File: src/rtl/zoom_out_avg_engine_if.sv
// Port bundle between the zoom-out averaging engine and the controller / RAM muxes.
// The master side is the engine; the slave side is the controller plus the RAMs.
interface zoom_out_avg_engine_if #(
    parameter int ADDR_W = 17,
    parameter int DATA_W = 8
);
    logic              start;
    logic [ADDR_W-1:0] rd_addr;
    logic [DATA_W-1:0] rd_data;
    logic [ADDR_W-1:0] wr_addr;
    logic [DATA_W-1:0] wr_data;
    logic              wr_en;
    logic              busy;
    logic              done;

    modport master (
        input  start, rd_data,
        output rd_addr, wr_addr, wr_data, wr_en, busy, done
    );

    modport slave (
        output start, rd_data,
        input  rd_addr, wr_addr, wr_data, wr_en, busy, done
    );
endinterface

File: src/rtl/zoom_out_avg_engine.sv
// 2x2 block-averaging engine writing a centred half-size frame; 5 cycles per output pixel.
// Define CLEAR_BORDER_EN to blank the whole destination (CLEAR state) before averaging.
module zoom_out_avg_engine #(
    parameter int SRC_W  = 320,
    parameter int SRC_H  = 240,
    parameter int ADDR_W = 17,
    parameter int DATA_W = 8
) (
    input  logic                  clock,
    input  logic                  reset,
    zoom_out_avg_engine_if.master bus
);
    localparam int OW = SRC_W / 2;
    localparam int OH = SRC_H / 2;
    localparam int XW = $clog2(OW + 1);
    localparam int YW = $clog2(OH + 1);
    localparam int AW = DATA_W + 2;

    localparam logic [ADDR_W-1:0] ONE          = ADDR_W'(1);
    localparam logic [ADDR_W-1:0] TWO          = ADDR_W'(2);
    localparam logic [ADDR_W-1:0] ROW          = ADDR_W'(SRC_W);
    localparam logic [ADDR_W-1:0] SRC_ROW_STEP = ADDR_W'(SRC_W + 2);
    localparam logic [ADDR_W-1:0] DST_ROW_STEP = ADDR_W'(SRC_W - OW + 1);
    localparam logic [ADDR_W-1:0] DST_BASE     = ADDR_W'((SRC_H / 4) * SRC_W + SRC_W / 4);
`ifdef CLEAR_BORDER_EN
    localparam logic [ADDR_W-1:0] CLR_LAST     = ADDR_W'(SRC_W * SRC_H - 1);
`endif

    typedef enum logic [2:0] {
        IDLE, RD0, RD1, RD2, RD3, WR, FIN
`ifdef CLEAR_BORDER_EN
        , CLEAR
`endif
    } state_t;

    state_t            state_q;
    logic [XW-1:0]     x_q, x_d;
    logic [YW-1:0]     y_q, y_d;
    logic [ADDR_W-1:0] src_q, src_d;
    logic [ADDR_W-1:0] dst_q, dst_d;
    logic [AW-1:0]     acc_q, sum;
    logic [ADDR_W-1:0] rd_addr_q, wr_addr_q;
    logic              wr_en_q, busy_q, done_q;
    logic              last_x, last_y;

    // src_q tracks the top-left source pixel, dst_q the destination of the current block
    always_comb begin
        last_x = (x_q == XW'(OW - 1));
        last_y = (y_q == YW'(OH - 1));
        x_d    = last_x ? '0 : x_q + XW'(1);
        y_d    = last_x ? y_q + YW'(1) : y_q;
        src_d  = src_q + (last_x ? SRC_ROW_STEP : TWO);
        dst_d  = dst_q + (last_x ? DST_ROW_STEP : ONE);
        sum    = acc_q + AW'(bus.rd_data);
    end

    always_ff @(posedge clock) begin
        if (reset) begin
            state_q   <= IDLE;
            x_q       <= '0;
            y_q       <= '0;
            src_q     <= '0;
            dst_q     <= '0;
            acc_q     <= '0;
            rd_addr_q <= '0;
            wr_addr_q <= '0;
            wr_en_q   <= 1'b0;
            busy_q    <= 1'b0;
            done_q    <= 1'b0;
        end else begin
            done_q <= 1'b0;
            case (state_q)
                IDLE: begin
                    if (bus.start) begin
                        busy_q    <= 1'b1;
                        x_q       <= '0;
                        y_q       <= '0;
                        src_q     <= '0;
                        dst_q     <= DST_BASE;
                        rd_addr_q <= '0;
`ifdef CLEAR_BORDER_EN
                        state_q   <= CLEAR;
                        wr_en_q   <= 1'b1;
                        wr_addr_q <= '0;
`else
                        state_q   <= RD0;
`endif
                    end
                end
`ifdef CLEAR_BORDER_EN
                CLEAR: begin
                    if (wr_addr_q == CLR_LAST) begin
                        wr_en_q <= 1'b0;
                        state_q <= RD0;
                    end else begin
                        wr_addr_q <= wr_addr_q + ONE;
                    end
                end
`endif
                // rd_addr is registered one state ahead so RAM data lines up with RD1..WR
                RD0: begin
                    acc_q     <= '0;
                    rd_addr_q <= src_q + ONE;
                    state_q   <= RD1;
                end
                RD1: begin
                    acc_q     <= sum;
                    rd_addr_q <= src_q + ROW;
                    state_q   <= RD2;
                end
                RD2: begin
                    acc_q     <= sum;
                    rd_addr_q <= src_q + ROW + ONE;
                    state_q   <= RD3;
                end
                RD3: begin
                    acc_q     <= sum;
                    wr_en_q   <= 1'b1;
                    wr_addr_q <= dst_q;
                    state_q   <= WR;
                end
                WR: begin
                    wr_en_q <= 1'b0;
                    x_q     <= x_d;
                    y_q     <= y_d;
                    src_q   <= src_d;
                    dst_q   <= dst_d;
                    if (last_x && last_y) begin
                        busy_q  <= 1'b0;
                        done_q  <= 1'b1;
                        state_q <= FIN;
                    end else begin
                        rd_addr_q <= src_d;
                        state_q   <= RD0;
                    end
                end
                FIN:     state_q <= IDLE;
                default: state_q <= IDLE;
            endcase
        end
    end

    assign bus.rd_addr = rd_addr_q;
    assign bus.wr_addr = wr_addr_q;
    assign bus.wr_en   = wr_en_q;
    assign bus.busy    = busy_q;
    assign bus.done    = done_q;
    assign bus.wr_data = (state_q == WR) ? DATA_W'(sum >> 2) : '0;
endmodule

File: src/flat_wrapper.sv
// flat-port wrapper written by rule: the top's interface ports become plain ports
module zoom_out_avg_engine_flat 
#(
    parameter int SRC_W  = 320,
    parameter int SRC_H  = 240,
    parameter int ADDR_W = 17,
    parameter int DATA_W = 8
)
  (clock, reset, bus_start, bus_rd_data, bus_rd_addr, bus_wr_addr, bus_wr_data, bus_wr_en, bus_busy, bus_done);
  zoom_out_avg_engine_if #(.ADDR_W(ADDR_W), .DATA_W(DATA_W)) bus_i ();
  input  logic clock;
  input  logic reset;
  input wire logic [$bits(bus_i.start)-1:0] bus_start;
  input wire logic [$bits(bus_i.rd_data)-1:0] bus_rd_data;
  output wire logic [$bits(bus_i.rd_addr)-1:0] bus_rd_addr;
  output wire logic [$bits(bus_i.wr_addr)-1:0] bus_wr_addr;
  output wire logic [$bits(bus_i.wr_data)-1:0] bus_wr_data;
  output wire logic [$bits(bus_i.wr_en)-1:0] bus_wr_en;
  output wire logic [$bits(bus_i.busy)-1:0] bus_busy;
  output wire logic [$bits(bus_i.done)-1:0] bus_done;
  assign bus_i.start = bus_start;
  assign bus_i.rd_data = bus_rd_data;
  assign bus_rd_addr = bus_i.rd_addr;
  assign bus_wr_addr = bus_i.wr_addr;
  assign bus_wr_data = bus_i.wr_data;
  assign bus_wr_en = bus_i.wr_en;
  assign bus_busy = bus_i.busy;
  assign bus_done = bus_i.done;
  zoom_out_avg_engine #(.SRC_W(SRC_W), .SRC_H(SRC_H), .ADDR_W(ADDR_W), .DATA_W(DATA_W)) u_core (.clock(clock), .reset(reset), .bus(bus_i));
endmodule
File: config.mk
export PLATFORM = sky130hd
export DESIGN_NAME = zoom_out_avg_engine_flat
export DESIGN_NICKNAME = d
export VERILOG_FILES = /design/src/rtl/zoom_out_avg_engine_if.sv /design/src/rtl/zoom_out_avg_engine.sv /design/src/flat_wrapper.sv
export SDC_FILE = /design/constraint.sdc
export NUM_CORES = 1
export LEC_CHECK = 0
export CORE_ASPECT_RATIO = 2
export CORE_MARGIN = 2
export CORE_UTILIZATION = 50
export CTS_BUF_LIST = sky130_fd_sc_hd__clkbuf_16
export DETAILED_ROUTE_END_ITERATION = 10
export PLACE_DENSITY = 0.83
export SKIP_LAST_GASP = 1
export SYNTH_ARGS = -nofsm -noshare
export SYNTH_HDL_FRONTEND = slang
export SYNTH_SLANG_ARGS = --single-unit
export TNS_END_PERCENT = 100
File: constraint.sdc
create_clock -name clock -period 6.95 [get_ports clock]
set_input_delay 0.695 -clock clock [delete_from_list [all_inputs] [get_ports clock]]
set_output_delay 0.695 -clock clock [all_outputs]
set_load 0.02 [all_outputs]
==> metrics <==
largest net degree at the start of global routing 91; Final HPWL DP 9.67 mm; chip height 153 microns; Mapped Cells 715; Iteration-0 DRC Markers 525; Critical Path RT roughly 6.3 ns; share of cells above drive strength 1 5.43%; xor and xnor area share after synthesis ~3.8%; vias in the first global route 5201; CP Class input pin to output port; number of synthesized register bits 98; Worst-Margin Slew 1.27 ns; global-route wire length before repair ~24 mm; Starting Density 50.9%; main combinational cell family by area after synthesis simple AND/OR/NAND/NOR gates; clock latency at the later pin of the worst-skew pair approximately 0.35 ns; Post-CTS Setup Inserts 0; Pwr Density 206 nW/um^2; Worst slew margin 15.3%; Hold WS 0.459 ns; die extent in x 78.4 microns; Tcrit/Tclk final between 50% and 60%; worst-path maximum fanout 3; DRC violations left 0; Pleak 0.00226 uW; sequential fraction of the synthesis area 35.4%; clock tree buffer depth 2; Crit path arrival time approximately 3.4 ns; RePlAce Congestion 0.865; Port Buf Inserts 55; Synth top area share 35.4%; Min-Delay Path Class flop to flop; count of cell types in the netlist 70; Max Transition Viols Final 0; FP Rows 54; most common cell after layout, fill and taps aside dfxtp_1; CTS Hold Bufs 0; Final Hold Viols 0; Core ar. ~11000 sq um; CTS Buf Count 9; Pre-antenna DRT Iters 8; CP Capture Type output port; clk slew on worst S/H paths 0.06 ns; I/O pins 56; clk sink count 98; Max Cap Viol 0; die area 12000 sq um; CTS tree done; CP Launch Type input pin; Final Util 58.8%; drt wl/cell approximately 16 microns; clk_skew 0.00747 ns; Vias 5359; Syn Nets 744; post-cts sizing count 0; average size of a mapped cell approximately 7.7 sq um; Post-synth ARST share 0%; commonest non-fill, non-tap cells in the layout dfxtp_1, a21oi_1, nand2_1; multiplexer share of the synthesized area 2.30%; via-per-instance ratio roughly 6; status finished, final reports clean; Finish-stage setup viols 0; initial antenna violation count 0; Area Overhead vs Synth 15.5%; top_reg_cell synth dfxtp_1; Post-synth EDFFs 0; Final ANT Viol Nets 0; Worst R2R Setup Slack 3.89 ns; # diodes 0; Synth Area in Adders 4.38%; Root Buffer clkbuf_16; Synth warnings 0; Peak VDD IR 0.000137 V; RSZ-0062 raised after global routing no; maximum clock frequency 242 MHz; complex-gate fraction of the synthesized area between 20 and 25%; GR Overflow Total 0; synth top area cells dfxtp_1, a21oi_1, nand2_1, nor2_1, ha_1; Final #Nets 761; synthesized area 5540 sq um; cell taking the most area after synthesis dfxtp_1; Synth Area in Simple Gates between 20% and 30%; htree depth 3; Final min period 4.14 ns; setup_tns 0 ns; Post-Route WL 14.1 mm; gr usage total 24.1%
==> worst paths after layout <==
path,startpoint,cells after the start,end
min reg2reg,u_core.bus.wr_addr[2]$_SDFFE_PP0P_,2,u_core.bus.wr_addr[2]$_SDFFE_PP0P_
min,u_core.bus.wr_addr[2]$_SDFFE_PP0P_,2,u_core.bus.wr_addr[2]$_SDFFE_PP0P_
max reg2reg,u_core.x_q[0]$_SDFFE_PP0P_,9,u_core.bus.rd_addr[16]$_SDFFE_PP0P_
max,bus_rd_data[0],10,bus_wr_data[6]
==> cells in the mapped netlist, types with 13 or more instances <==
cell type  number
dfxtp_1        98
nand3_1        36
o21ai_0        15
a21oi_1        89
nor2_1         76
a22oi_1        13
clkbuf_1       35
nand2_1        87
buf_2          13
o21ai_1        20
ha_1           17
xor2_1         16
==> state kept, by name, indices dropped and copies added (netlist names) <==
register,count
u_core.bus.done,1
u_core.bus.wr_addr,17
u_core.x_q,8
u_core.state_q,3
u_core.bus.rd_addr,17
u_core.bus.wr_en,1
u_core.src_q,16
u_core.dst_q,17
u_core.bus.busy,1
u_core.acc_q,10
u_core.y_q,7
==> stage by stage <==
stage / instances / setup WS (ns) / area [sq um] / power, uW
CTS: 877 / 2.84 / 6400 / 1320
floorplan: 715 / 3.91 / 5540 / 735
finish: 877 / 2.81 / 6400 / 1320
global route: 877 / 2.58 / 6400 / 1360
global placement: 861 / 2.91 / 6080 / 785
detailed placement: 861 / 2.85 / 6080 / 790
==> where the power goes <==
group	internal, uW	total [uW]	switching, uW
logic	65.1	181	116
registers	579	599	20.1
clock network	315	537	222
total	959	1320	358
==> worst max-delay path: stages <==
cell             delay, ns
clkdlybuf4s50_1       0.46
ha_1                  0.16
inv_1                 0.05
fa_1                  0.40
nor2b_1               0.18
o2111ai_1             0.20
a31oi_1               0.37
nor2_1                0.09
nor3b_1               0.20
clkdlybuf4s50_1       0.64
==> logic make-up (layout without fill, tap and decap cells) <==
family	count (synthesis)	count (layout)
multiplexers	12	12
AO/OA/AOI/OAI	210	210
buffers and inverters	67	89
adder cells (fa/ha/maj)	19	19
flip-flops	98	98
AND/OR/NAND/NOR	285	285
XOR/XNOR	24	24
==> cell type report <==
cell class	count	area, sq um
clock buffer	9	225
clock inverter	7	93.8
fill	983	4480
inverter	13	48.8
multi-input combinational	550	3310
sequential	98	1960
tap	140	175
timing repair buffer	60	583
==> per-layer routing <==
metal	global-route usage (%)	vias to the layer above	routed length (microns)
met2	42.3	173	7310
met1	26.7	2523	5590
met5	0	-	0
li1	-	2615	-
met3	3.48	48	597
met4	14.9	0	568
Note: power is estimated with default switching activity, not from simulation.
